### src/rtl/trunc_pkg.sv
// Shared types for the truncation-level governor: select width, FSM states, clamp helper.
package trunc_pkg;

    localparam int unsigned SEL_W = 4;

    typedef logic [SEL_W-1:0] sel_t;

    typedef enum logic [1:0] {
        IDLE   = 2'd0,
        ACCUM  = 2'd1,
        DECIDE = 2'd2,
        UPDATE = 2'd3
    } gov_state_e;

    // Pull v into [lo, hi]; caller guarantees lo <= hi.
    function automatic sel_t sel_clamp(input sel_t v, input sel_t lo, input sel_t hi);
        sel_t r;
        r = v;
        if (v < lo) r = lo;
        if (v > hi) r = hi;
        return r;
    endfunction

endpackage

### src/rtl/trunc_win_accum.sv
// Windowed saturating accumulator with sample counter and window-done strobe.
// Optional TRUNC_GOV_STATS_EN adds a saturation-event output.
module trunc_win_accum #(
    parameter  int unsigned DATA_W = 16,
    parameter  int unsigned CNT_W  = 4,
    localparam int unsigned ACC_W  = DATA_W + CNT_W
) (
    input  logic              clk,
    input  logic              rst,
    input  logic              clr,
    input  logic              in_valid,
    input  logic [DATA_W-1:0] in_data,
    output logic [ACC_W-1:0]  acc,
    output logic              done
`ifdef TRUNC_GOV_STATS_EN
    ,
    output logic              sat
`endif
);

    localparam int unsigned SUM_W = ACC_W + 1;

    logic [ACC_W-1:0] acc_q, acc_d;
    logic [CNT_W-1:0] cnt_q, cnt_d;
    logic [SUM_W-1:0] sum_c;
    logic [ACC_W-1:0] sat_sum_c;

    always_ff @(posedge clk or posedge rst) begin
        if (rst) begin
            acc_q <= '0;
            cnt_q <= '0;
        end else begin
            acc_q <= acc_d;
            cnt_q <= cnt_d;
        end
    end

    // acc/done describe the running total including the sample accepted this cycle.
    always_comb begin
        sum_c     = {1'b0, acc_q} + SUM_W'(in_data);
        sat_sum_c = sum_c[ACC_W] ? '1 : sum_c[ACC_W-1:0];
        acc_d     = acc_q;
        cnt_d     = cnt_q;
        if (clr) begin
            acc_d = '0;
            cnt_d = '0;
        end else if (in_valid) begin
            acc_d = sat_sum_c;
            cnt_d = cnt_q + CNT_W'(1);
        end
    end

    assign acc  = in_valid ? sat_sum_c : acc_q;
    assign done = in_valid && !clr && (cnt_q == '1);

`ifdef TRUNC_GOV_STATS_EN
    assign sat = in_valid && !clr && sum_c[ACC_W];
`endif

endmodule

### src/rtl/trunc_level_governor.sv
// Closed-loop governor for the 4-bit truncation select, committed via req/ack handshake.
// Define TRUNC_GOV_STATS_EN to add chg_count and sat_seen statistics outputs.
module trunc_level_governor
    import trunc_pkg::*;
#(
    parameter  int unsigned ERR_W     = 16,
    parameter  int unsigned WIN_LOG2  = 4,
    parameter  sel_t        SEL_RESET = 4'd0,
    localparam int unsigned ACC_W     = ERR_W + WIN_LOG2
) (
    input  logic             wb_clk_i,
    input  logic             wb_rst_i,
    input  logic             enable,
    input  logic             err_valid,
    output logic             err_ready,
    input  logic [ERR_W-1:0] err_mag,
    input  logic [ACC_W-1:0] thr_hi,
    input  logic [ACC_W-1:0] thr_lo,
    input  logic [SEL_W-1:0] sel_min,
    input  logic [SEL_W-1:0] sel_max,
    output logic [SEL_W-1:0] sel,
    output logic [SEL_W-1:0] sel_pend,
    output logic             sel_upd_req,
    input  logic             sel_upd_ack,
    output logic [ACC_W-1:0] win_sum
`ifdef TRUNC_GOV_STATS_EN
    ,
    output logic [15:0]      chg_count,
    output logic             sat_seen
`endif
);

    gov_state_e       state_q, state_d;
    sel_t             sel_q, sel_d;
    sel_t             sel_pend_q, sel_pend_d;
    logic             req_q, req_d;
    logic             err_ready_q, err_ready_d;
    logic [ACC_W-1:0] win_sum_q, win_sum_d;

    logic             accept_c;
    logic             clr_c;
    logic             commit_c;
    logic [ACC_W-1:0] acc_c;
    logic             win_done_c;
    logic             dec_upd_c;
    sel_t             dec_sel_c;

    assign accept_c = err_valid && err_ready_q;
    assign clr_c    = !enable || (state_q == DECIDE);
    assign commit_c = (state_q == UPDATE) && sel_upd_ack;

`ifdef TRUNC_GOV_STATS_EN
    logic        acc_sat_c;
    logic [15:0] chg_count_q, chg_count_d;
    logic        sat_seen_q, sat_seen_d;
`endif

    trunc_win_accum #(
        .DATA_W (ERR_W),
        .CNT_W  (WIN_LOG2)
    ) u_win_accum (
        .clk      (wb_clk_i),
        .rst      (wb_rst_i),
        .clr      (clr_c),
        .in_valid (accept_c),
        .in_data  (err_mag),
        .acc      (acc_c),
        .done     (win_done_c)
`ifdef TRUNC_GOV_STATS_EN
        ,
        .sat      (acc_sat_c)
`endif
    );

    always_ff @(posedge wb_clk_i or posedge wb_rst_i) begin
        if (wb_rst_i) begin
            state_q     <= IDLE;
            sel_q       <= SEL_RESET;
            sel_pend_q  <= SEL_RESET;
            req_q       <= 1'b0;
            err_ready_q <= 1'b0;
            win_sum_q   <= '0;
        end else begin
            state_q     <= state_d;
            sel_q       <= sel_d;
            sel_pend_q  <= sel_pend_d;
            req_q       <= req_d;
            err_ready_q <= err_ready_d;
            win_sum_q   <= win_sum_d;
        end
    end

    // Decision on the completed window; a clamp back into bounds outranks threshold steps.
    always_comb begin
        dec_upd_c = 1'b0;
        dec_sel_c = sel_q;
        if (sel_min > sel_max) begin
            dec_upd_c = 1'b0;
        end else if ((sel_q < sel_min) || (sel_q > sel_max)) begin
            dec_upd_c = 1'b1;
            dec_sel_c = sel_clamp(sel_q, sel_min, sel_max);
        end else if ((win_sum_q > thr_hi) && (sel_q > sel_min)) begin
            dec_upd_c = 1'b1;
            dec_sel_c = sel_q - SEL_W'(1);
        end else if ((win_sum_q < thr_lo) && (sel_q < sel_max)) begin
            dec_upd_c = 1'b1;
            dec_sel_c = sel_q + SEL_W'(1);
        end
    end

    always_comb begin
        state_d = state_q;
        if (!enable) begin
            state_d = IDLE;
        end else begin
            unique case (state_q)
                IDLE:    state_d = ACCUM;
                ACCUM:   if (win_done_c) state_d = DECIDE;
                DECIDE:  state_d = dec_upd_c ? UPDATE : ACCUM;
                UPDATE:  if (sel_upd_ack) state_d = ACCUM;
                default: state_d = IDLE;
            endcase
        end
    end

    always_comb begin
        sel_d       = sel_q;
        sel_pend_d  = sel_pend_q;
        win_sum_d   = win_sum_q;
        req_d       = (state_d == UPDATE);
        err_ready_d = (state_d == ACCUM);
        if (commit_c) begin
            sel_d = sel_pend_q;
        end
        if ((state_q == DECIDE) && enable && dec_upd_c) begin
            sel_pend_d = dec_sel_c;
        end
        if ((state_q == ACCUM) && enable && win_done_c) begin
            win_sum_d = acc_c;
        end
    end

    assign err_ready   = err_ready_q;
    assign sel         = sel_q;
    assign sel_pend    = sel_pend_q;
    assign sel_upd_req = req_q;
    assign win_sum     = win_sum_q;

`ifdef TRUNC_GOV_STATS_EN
    always_ff @(posedge wb_clk_i or posedge wb_rst_i) begin
        if (wb_rst_i) begin
            chg_count_q <= '0;
            sat_seen_q  <= 1'b0;
        end else begin
            chg_count_q <= chg_count_d;
            sat_seen_q  <= sat_seen_d;
        end
    end

    always_comb begin
        chg_count_d = commit_c ? chg_count_q + 16'd1 : chg_count_q;
        sat_seen_d  = sat_seen_q || acc_sat_c;
    end

    assign chg_count = chg_count_q;
    assign sat_seen  = sat_seen_q;
`endif

endmodule
### config.mk
export PLATFORM = sky130hd
export DESIGN_NAME = trunc_level_governor
export DESIGN_NICKNAME = d
export VERILOG_FILES = /design/src/rtl/trunc_pkg.sv /design/src/rtl/trunc_win_accum.sv /design/src/rtl/trunc_level_governor.sv
export SDC_FILE = /design/constraint.sdc
export NUM_CORES = 1
export LEC_CHECK = 0
export BUFFER_PORTS_ARGS = -buffer_cell sky130_fd_sc_hd__buf_2
export CAP_MARGIN = 20
export CORE_MARGIN = 2
export CORE_UTILIZATION = 55
export CTS_BUF_LIST = sky130_fd_sc_hd__clkbuf_8
export DETAILED_ROUTE_END_ITERATION = 7
export GPL_TIMING_DRIVEN = 0
export PLACE_DENSITY = 0.86
export RECOVER_POWER = 25
export SLEW_MARGIN = 20
export SYNTH_ARGS = -nofsm -noshare
export SYNTH_HDL_FRONTEND = slang
export SYNTH_SLANG_ARGS = --single-unit
### constraint.sdc
create_clock -name wb_clk_i -period 3.8 [get_ports wb_clk_i]
set_clock_uncertainty 0.2 [all_clocks]
set_input_delay 0.57 -clock wb_clk_i [delete_from_list [all_inputs] [get_ports wb_clk_i]]
set_output_delay 0.57 -clock wb_clk_i [all_outputs]
set_load 0.05 [all_outputs]
# After elaboration in Yosys (flattened, before gate mapping)
# Index checks and enable logic that the tools add are counted.
[classes]
n_addsub = 4
order_cmp = 7
eq_ne = 6
n_mux = 20
n_reduce_logical = 16
[op_table]
columns = ["op", "n"]
rows = [
  ["20-bit 2-to-1 mux", 3],
  ["4-bit 2-to-1 mux", 8],
  ["20-bit by 16-bit adder with 21-bit output", 1],
  ["20-bit greater-than comparator", 1],
  ["20-bit < comparator", 1],
  ["4-bit greater-than comparator", 3],
  ["1-bit logical AND", 10],
  ["4-bit by 1-bit adder with 4-bit output, second input constant", 2],
  ["4-bit < comparator", 2],
  ["2-bit 2-to-1 mux", 4],
  ["2-bit one-hot mux with 4 select lines", 1],
  ["2-bit == test, second input constant", 3],
  ["2-bit by 1-bit == test with 1-bit output, second input constant", 2],
  ["4-bit == test, second input constant", 1],
  ["1-bit 2-to-1 mux", 4],
  ["4-bit by 1-bit subtractor with 4-bit output, second input constant", 1],
  ["1-bit zero test", 2],
  ["2-bit zero test", 1],
  ["1-bit logical OR", 2],
  ["2-bit nonzero test", 1],
]
[totals]
regBits = 56
in_bits = 69

# Logic depth before layout (Yosys ltp)
# Gate-level depths: netlist (run 1).
[depth]
ltp_word = 10
depth_mapped = 12
mapped_depth_nobuf = 11

# By module
# A second synthesis (run 1) with hierarchy kept.
[hier_totals]
hier_cells = 528
hier_area_um2 = 4849.7
[by_module_without_submodules]
columns = ["module", "n_inst", "cells_per_inst", "area_per_inst_um2", "seq_area_each_um2"]
rows = [
  ["trunc_level_governor", 1, 294, 2727.6, 800.8],
  ["trunc_win_accum", 1, 234, 2122.0, 600.6],
]

# Least setup slack after synthesis (run 1)
# No wires, ideal clock.
[synth_timing]
path_kind = "register to register"
from = "register sel_q[1] (netlist: sel[1])"
to = "register sel_pend_q[3] (netlist: sel_pend[3])"
setup_ns = 0.129
arrival_time_ns = 2.631
required_ns = 3.471
slack_ns = 0.839
stages_incl_launch_ff = 10
path_cell_list = "dfrtp_1 > ha_1 > nor2b_1 > o21a_1 > o21a_1 > or2_2 > buf_2 > a31oi_4 > inv_1 > o41a_1"
[synth_between]
elab_chain_len = 7
[synth_rtl]
columns = ["element", "line_no", "text"]
rows = [
  ["from (decl)", "trunc_level_governor.sv:34", "sel_t sel_q, sel_d;"],
  ["from (signal assigned)", "trunc_level_governor.sv:85", "sel_q <= sel_d;"],
  ["4-bit < comparator", "trunc_level_governor.sv:105", "end else if ((win_sum_q < thr_lo) && (sel_q < sel_max)) begin"],
  ["1-bit logical AND", "trunc_level_governor.sv:105", ""],
  ["1-bit 2-to-1 mux", "trunc_level_governor.sv:105", ""],
  ["1-bit 2-to-1 mux", "trunc_level_governor.sv:102", "end else if ((win_sum_q > thr_hi) && (sel_q > sel_min)) begin"],
  ["1-bit 2-to-1 mux", "trunc_level_governor.sv:99", "end else if ((sel_q < sel_min) || (sel_q > sel_max)) begin"],
  ["1-bit 2-to-1 mux", "trunc_level_governor.sv:97", "if (sel_min > sel_max) begin"],
  ["1-bit logical AND", "trunc_level_governor.sv:135", "if ((state_q == DECIDE) && enable && dec_upd_c) begin"],
  ["to (signal assigned)", "trunc_level_governor.sv:86", "sel_pend_q <= sel_pend_d;"],
  ["to (decl)", "trunc_level_governor.sv:35", "sel_t sel_pend_q, sel_pend_d;"],
]
# Several ways; a longest one is shown, not always the timed one.
# A chain may end at the register's enable or synchronous reset.

# Final worst setup path (run 1)
# Ends and elaborated chain as after synthesis.

==> load_flow_metrics.sql, run 1 <==
INSERT INTO impl_metrics (metric_group, metric, value, unit) VALUES
('floorplanning', 'die-area', '9196', 'um^2'),
('global_route', 'grt_first_pass_wirelength', '19180', 'um'),
('clock_network', 'cts_tree', 'built', ''),
('setup_path', 'cp.depth', '9', ''),
('sta', 'unrepaired_setup_endpoints_after_global_routing', 'false', ''),
('setup_path', 'critPathMaxFanout', '9', ''),
('layout', 'layout_common_cells', '100 x sky130_fd_sc_hd__buf_2, 70 x sky130_fd_sc_hd__ha_1, 59 x sky130_fd_sc_hd__inv_1, 58 x sky130_fd_sc_hd__nor2_1, 56 x sky130_fd_sc_hd__dfrtp_1', ''),
('drt', 'route.final.wire_length', '11910', 'um'),
('global_route', 'vias_in_the_first_global_route', '4270', ''),
('outcome', 'violations', 'max-capacitance violations, max-slew violations', ''),
('global_route', 'grt_antenna_before_repair', '0', ''),
('logic_synthesis', 'netlist_area', '4644', 'um^2'),
('logic_synthesis', 'flip_flop_and_latch_count_after_synthesis', '56', ''),
('floorplanning', 'row_count', '33', ''),
('setup_path', 'rr_worst_depth', '9', ''),
('setup_path', 'critPathTopFamily', 'compound AO/OA/AOI/OAI gates', ''),
('setup_path', 'endpoint_kind', 'flip-flop', ''),
('clock_network', 'clock_path_buffers', '2', ''),
('logic_synthesis', 'synth_async_sr_flop_share', '100.0', '%'),
('logic_synthesis', 'ys_dominant_reg_cell', 'sky130_fd_sc_hd__dfrtp_1', ''),
('power_and_ir_drop', 'static-leakage-power', '2.944', 'nW'),
('floorplanning', 'starting_density_of_the_core', '56.53', '%'),
('clock_network', 'htreeDepth', '2', ''),
('sta', 'worst_pin_slew', '2483', 'ps'),
('global_route', 'track_usage', '26.37', '%'),
('run', 'cap_violations', '1', ''),
('drt', 'per_cell_routed_wire_length', '15.65', 'um'),
('drt', 'detail_route.vias_per_cell', '5.866', ''),
('layout', 'design_area', '5359', 'um^2'),
('logic_synthesis', 'post_synthesis_cell_type_count', '56', ''),
('floorplanning', 'fp.dieW', '95.90', 'um'),
('logic_synthesis', 'yosysSeqAreaShare', '30.17', '%'),
('setup_path', 'critical_path_arrival', '3110', 'ps'),
('floorplanning', 'chipHeight', '95.90', 'um'),
('outcome', 'outcome', 'finished, violations left', ''),
('sta', 'max_slew_headroom', '-66.43', '%'),
('layout', 'antenna_cells', '0', ''),
('setup_path', 'critical_path_required', '3810', 'ps'),
('layout', 'mostFrequentLayoutCell', 'sky130_fd_sc_hd__buf_2', ''),
('layout', 'n_fill_cell', '653', ''),
('global_route', 'globalRouteMet1Util', '33.52', '%'),
('sta', 'finalSetupViolCount', '0', ''),
('setup_path', 'regToRegSetupSlack', '700', 'ps'),
('sta', 'report.final.hold_viol_count', '0', ''),
('place', 'detailed_place.area', '5269', 'um^2'),
('logic_synthesis', 'syn-instance-count', '550', ''),
('global_route', 'top_usage_layer', 'met2', ''),
('setup_path', 'crit_slowest_cell', 'sky130_fd_sc_hd__dfrtp_1', ''),
('drt', 'vias_after_detailed_routing', '4464', ''),
('sta', 'timing_max_transition_violations_final', '57', ''),
('drt', 'dr.pass1.iters', '5', ''),
('power_and_ir_drop', 'peakVddDrop', '205.1', 'uV'),
('drt', 'drtAntennaViolNets', '0', ''),
('layout', 'area_delta_synth_final', '15.38', '%'),
('floorplanning', 'placeableCoreArea', '8217', 'um^2'),
('setup_path', 'critPathKind', 'flip-flop to flip-flop', ''),
('power_and_ir_drop', 'power_density', '238.9', 'nW/um^2'),
('power_and_ir_drop', 'fin_total_pwr', '1.280', 'mW'),
('hold_path', 'path_type_of_the_worst_min_delay_path', 'input port to flip-flop', ''),
('setup_path', 'critPathLaunchType', 'flip-flop', ''),
('logic_synthesis', 'synth_warnings', '0', ''),
('clock_network', 'cts-root-buf', 'sky130_fd_sc_hd__clkbuf_8', ''),
('global_route', 'grt_max_degree', '57', ''),
('logic_synthesis', 'post_syn_area_per_cell', '8.444', 'um^2'),
('setup_path', 'worstPathCellList', 'ha_1 > nor2b_1 > o211a_1 > nor3_1 > o2111a_2 > a21oi_2 > a31oi_4 > inv_1 > o41a_1', ''),
('layout', 'nets', '795', ''),
('clock_network', 'clk-insertion-delay-late', '320', 'ps'),
('logic_synthesis', 'synth_fp_nets', '690', ''),
('clock_network', 'clock_sinks', '56', ''),
('sta', 'fmaxAchievable', '0.3226', 'GHz'),
('clock_network', 'post-cts-setup-buffers', '0', '');
[cell usage after synthesis (4+ instances only)]
cell	n	share of area, %
sky130_fd_sc_hd__xor2_1	4	0.75
sky130_fd_sc_hd__dfrtp_1	56	30
sky130_fd_sc_hd__and4_1	8	1.5
sky130_fd_sc_hd__o211ai_1	7	1.1
sky130_fd_sc_hd__xnor2_1	10	1.9
sky130_fd_sc_hd__a211oi_1	6	0.97
sky130_fd_sc_hd__o21ai_0	32	3.4
sky130_fd_sc_hd__mux2i_1	4	0.86
sky130_fd_sc_hd__and2_1	5	0.67
sky130_fd_sc_hd__clkbuf_1	9	0.73
sky130_fd_sc_hd__inv_1	60	4.8
sky130_fd_sc_hd__ha_1	70	19
sky130_fd_sc_hd__nand2b_1	9	1.2
sky130_fd_sc_hd__nand3_1	8	0.86
sky130_fd_sc_hd__nor2_1	58	4.7
sky130_fd_sc_hd__nand2_1	50	4.0
sky130_fd_sc_hd__nor2b_1	5	0.67
sky130_fd_sc_hd__and3_1	11	1.5
sky130_fd_sc_hd__a21oi_1	37	4.0
sky130_fd_sc_hd__nor3_1	19	2.0
sky130_fd_sc_hd__o21a_1	10	1.6
sky130_fd_sc_hd__mux2_2	5	1.2
sky130_fd_sc_hd__a21o_1	9	1.5
sky130_fd_sc_hd__nand4_1	10	1.3
[logic make-up (layout without fill, tap and decap cells)]
logic type	Yosys count	after routing	share of synthesized area [%]
adder cells (fa/ha/maj)	71	71	19.29
flip-flops	56	56	30.17
multiplexers	9	9	2.074
AO/OA/AOI/OAI	137	137	20.15
AND/OR/NAND/NOR	191	191	19.80
XOR/XNOR	14	14	2.640
buffers and inverters	72	178	5.873
[per-layer routing]
metal | share of wire, % | vias to the layer above
met3 | 5.6 | 27
met1 | 44 | 2114
li1 | - | 2167
met2 | 48 | 156
met5 | 0 | -
met4 | 2.4 | 0
[through the flow]
step	hold slack (ps)	util (%)	setup slack, ps	cells
after CTS	186.6	65.24	731.0	761
after global routing	331.7	65.22	463.4	761
final	332.3	65.22	699.9	761
after detailed placement	319.0	64.12	442.4	753
after floorplan	317.6	-	839.5	550
after global placement	309.9	64.09	552.6	753
[path summary, 6_finish.rpt]
path / start / endpoint
max: sel[1] / sel_pend[3]
min: enable / state_q[1]
max reg2reg: sel[1] / sel_pend[3]
min reg2reg: sel_pend[2] / sel_pend[2]
max in group asynchronous: wb_rst_i / win_sum[7]
min in group asynchronous: wb_rst_i / state_q[1]
[state kept, by name (all words and copies together), names as in the netlist]
name               count
u_win_accum.cnt_q      4
sel_pend               4
win_sum               20
err_ready              1
sel                    4
state_q                2
u_win_accum.acc_q     20
sel_upd_req            1
[report_power, final]
part / switching [mW] / internal (mW) / leakage, nW / total (mW)
Sequential: 0.0114 / 0.612 / 0.766 / 0.624
Combinational: 0.190 / 0.129 / 2.13 / 0.318
Clock: 0.206 / 0.133 / 0.0485 / 0.338
[layout make-up]
| class | count | area (um^2) | share of cell area [%] |
|---|---|---|---|
| inverter | 60 | 226.5 | 4.226 |
| buffer | 12 | 47.55 | 0.8872 |
| clock inverter | 3 | 22.52 | 0.4203 |
| multi-input combinational | 422 | 2970 | 55.43 |
| sequential | 56 | 1401 | 26.15 |
| clock buffer | 5 | 68.82 | 1.284 |
| tap | 105 | 131.4 | 2.452 |
| timing repair buffer | 98 | 490.5 | 9.152 |
Power figures use the tool's default switching activity.
==> run 2: changes to the inputs <==
- clock period: 3.8 -> 3 ns (I/O delays scaled with it)
==> run 2 against run 1 <==
Compared with the run above: the flow still finishes with violations (max-capacitance violations, max-slew violations); global-route usage is 0.18 points higher; combinational power is 34% higher; worst setup slack worse by 590 ps; sequential power is 27% higher; sequential share of layout area is 0.47 points lower; worst hold slack worse by 120 ps; wire length is 1.2% higher; die area stayed put; clock-buffer cell count stayed put; core utilization is 1.2 points higher; clock power is 27% higher; register-to-register slack worse by 590 ps; critical path type unchanged; largest cell class unchanged.
==> load_flow_metrics.sql, run 2 (synthesized netlist as in run 1, its figures left out) <==
INSERT INTO impl_metrics (metric_group, metric, value, unit) VALUES
('outcome', 'outcome', 'finished, violations left', ''),
('outcome', 'violations', 'max-capacitance violations, max-slew violations', ''),
('clock_network', 'htreeDepth', '2', ''),
('layout', 'antenna_cells', '0', ''),
('sta', 'worst_pin_slew', '2111', 'ps'),
('setup_path', 'critPathLaunchType', 'flip-flop', ''),
('sta', 'report.final.hold_viol_count', '0', ''),
('setup_path', 'end_of_the_worst_register_to_register_path', 'u_win_accum.acc_q[12]', ''),
('layout', 'nets', '797', ''),
('run', 'cap_violations', '1', ''),
('drt', 'drtAntennaViolNets', '0', ''),
('clock_network', 'cts_made_buffers', '5', ''),
('clock_network', 'clk-insertion-delay-late', '320', 'ps'),
('drt', 'per_cell_routed_wire_length', '15.79', 'um'),
('floorplanning', 'placeableCoreArea', '8217', 'um^2'),
('setup_path', 'cpMostUsedCell', 'sky130_fd_sc_hd__o31a_1', ''),
('clock_network', 'clock_sinks', '56', ''),
('global_route', 'track_usage', '26.56', '%'),
('setup_path', 'worstPathCellList', 'ha_1 > inv_1 > fa_1 > nand2b_4 > a21oi_2 > o31a_1 > o211a_1 > o31a_1 > buf_4 > a21oi_1 > nor2_2 > nor3_2', ''),
('sta', 'period_share', '96.23', '%'),
('sta', 'fmaxAchievable', '0.3464', 'GHz'),
('setup_path', 'critical_path_required', '3040', 'ps'),
('place', 'port-buffer-count', '98', ''),
('global_route', 'grt_first_pass_wirelength', '19320', 'um'),
('hold_path', 'path_type_of_the_worst_min_delay_path', 'input port to flip-flop', ''),
('layout', 'mostFrequentLayoutCell', 'sky130_fd_sc_hd__buf_2', ''),
('setup_path', 'cp-startpoint', 'u_win_accum.acc_q[0]', ''),
('setup_path', 'critPathMaxFanout', '4', ''),
('drt', 'dr.pass1.iters', '4', ''),
('setup_path', 'worstReg2RegStart', 'u_win_accum.acc_q[0]', ''),
('sta', 'finalSetupViolCount', '0', ''),
('setup_path', 'critPathKind', 'flip-flop to flip-flop', ''),
('setup_path', 'critical_path.max_stage_delay', '400', 'ps'),
('setup_path', 'crit_slowest_cell', 'sky130_fd_sc_hd__dfrtp_1', ''),
('sta', 'timing_max_transition_violations_final', '57', ''),
('place', 'routability_cong', '0.9100', ''),
('hold_path', 'worst_hold_path_startpoint', 'enable', ''),
('power_and_ir_drop', 'static-leakage-power', '2.986', 'nW'),
('setup_path', 'critical_path_arrival', '2920', 'ps'),
('power_and_ir_drop', 'fin_total_pwr', '1.645', 'mW'),
('place', 'detailed_place.area', '5269', 'um^2'),
('layout', 'design_area', '5461', 'um^2'),
('clock_network', 'cts-root-buf', 'sky130_fd_sc_hd__clkbuf_8', ''),
('clock_network', 'clock_path_buffers', '2', ''),
('drt', 'detailedRoute.firstIterationViolations', '242', ''),
('hold_path', 'min_delay_worst_endpoint', 'state_q[1]', ''),
('floorplanning', 'chipHeight', '95.90', 'um'),
('clock_network', 'ctsHoldBuffers', '0', ''),
('hold_path', 'timing.hold.worst_path_depth', '2', ''),
('floorplanning', 'fp.dieW', '95.90', 'um'),
('place', 'dpl.hpwl', '9541', 'um'),
('global_route', 'global_route.overflow_total', '0', ''),
('layout', 'n_fill_cell', '637', ''),
('floorplanning', 'starting_density_of_the_core', '56.53', '%'),
('drt', 'detail_route.vias_per_cell', '5.794', ''),
('setup_path', 'regToRegSetupSlack', '110', 'ps'),
('layout', 'layout-drive-gt1-share', '22.19', '%'),
('global_route', 'vias_in_the_first_global_route', '4284', ''),
('sta', 'final.min_clock_period', '2887', 'ps'),
('layout', 'layout_common_cells', '99 x sky130_fd_sc_hd__buf_2, 70 x sky130_fd_sc_hd__ha_1, 60 x sky130_fd_sc_hd__inv_1, 55 x sky130_fd_sc_hd__dfrtp_1, 52 x sky130_fd_sc_hd__nor2_1', ''),
('setup_path', 'critPathTopFamily', 'compound AO/OA/AOI/OAI gates', ''),
('global_route', 'grt_max_degree', '57', ''),
('drt', 'route.final.wire_length', '12050', 'um'),
('floorplanning', 'top_level_pins', '99', ''),
('global_route', 'grt_antenna_before_repair', '0', ''),
('layout', 'area_delta_synth_final', '17.59', '%'),
('floorplanning', 'die-area', '9196', 'um^2'),
('drt', 'drc_errors', '0', ''),
('power_and_ir_drop', 'peakVddDrop', '256.9', 'uV'),
('floorplanning', 'row_count', '33', ''),
('clock_network', 'clk_transition_reported_paths', '110', 'ps'),
('setup_path', 'rr_worst_depth', '12', ''),
('setup_path', 'critPathBufInv', '2', ''),
('layout', 'finalCoreUtilization', '66.47', '%'),
('sta', 'max_slew_headroom', '-40.92', '%'),
('clock_network', 'cts_tree', 'built', ''),
('setup_path', 'endpoint_kind', 'flip-flop', ''),
('power_and_ir_drop', 'power_density', '301.2', 'nW/um^2'),
('drt', 'vias_after_detailed_routing', '4421', '');
==> run 2: per-layer routing <==
metal	vias up	routed length (um)	global-route usage, %	part of all wire [%]
met1	2069	5179	33.97	43
met2	162	5849	46.33	49
met4	0	281	9.524	2.3
li1	2164	-	-	-
met3	26	741	3.054	6.1
met5	-	0	0	0
==> run 2: where the power goes <==
group	total (mW)	leakage, nW	switching, mW	internal [mW]
combinational	0.426	2.17	0.252	0.173
clock	0.429	0.0485	0.261	0.168
sequential	0.790	0.764	0.0147	0.775
==> run 2: worst reg2reg max path, delay by kind of cell, from the launching register on <==
| kind | cells | cell delay (ps) |
|---|---|---|
| adder cells (fa/ha/maj) | 2 | 390 |
| AO/OA/AOI/OAI | 5 | 1180 |
| buffers and inverters | 2 | 230 |
| flip-flops | 1 | 400 |
| AND/OR/NAND/NOR | 3 | 390 |
==> run 2: through the flow <==
| stage | instances | worst slack (ps) | hold slack (ps) | setup TNS, ps |
|---|---|---|---|---|
| after detailed placement | 753 | -237.6 | 319.0 | -3620 |
| after global placement | 753 | -127.4 | 309.9 | -1858 |
| final | 763 | 113.1 | 211.1 | 0 |
| after CTS | 761 | 3.955 | 66.54 | 0 |
| after global routing | 763 | -9.430 | 211.5 | -12.45 |
| after floorplan | 550 | 39.45 | 317.6 | 0 |
==> run 2: cell type report <==
class	instances	area (um^2)	share of cell area, %
clock inverter	3	22.52	0.4124
buffer	12	53.80	0.9851
sequential	56	1403	25.68
timing repair buffer	100	505.5	9.255
clock buffer	5	68.82	1.260
inverter	60	225.2	4.124
multi-input combinational	422	3052	55.88
tap	105	131.4	2.405
==> run 2: how the worst max path moves through the flow <==
stage / to / cells after the start
finish: u_win_accum.acc_q[12] / 12
global route: win_sum[16] / 11
CTS: sel_pend[3] / 9
detailed placement: u_win_accum.acc_q[12] / 13
global placement: u_win_accum.acc_q[12] / 13
floorplan: sel_pend[3] / 9
==> run 2: what timing repair did <==
action / 4_1_cts / 5_1_grt
pin swaps: 0 / 4
setup buffers: 0 / 2
resized for setup: 5 / 15
setup endpoints to repair: 5 / 26
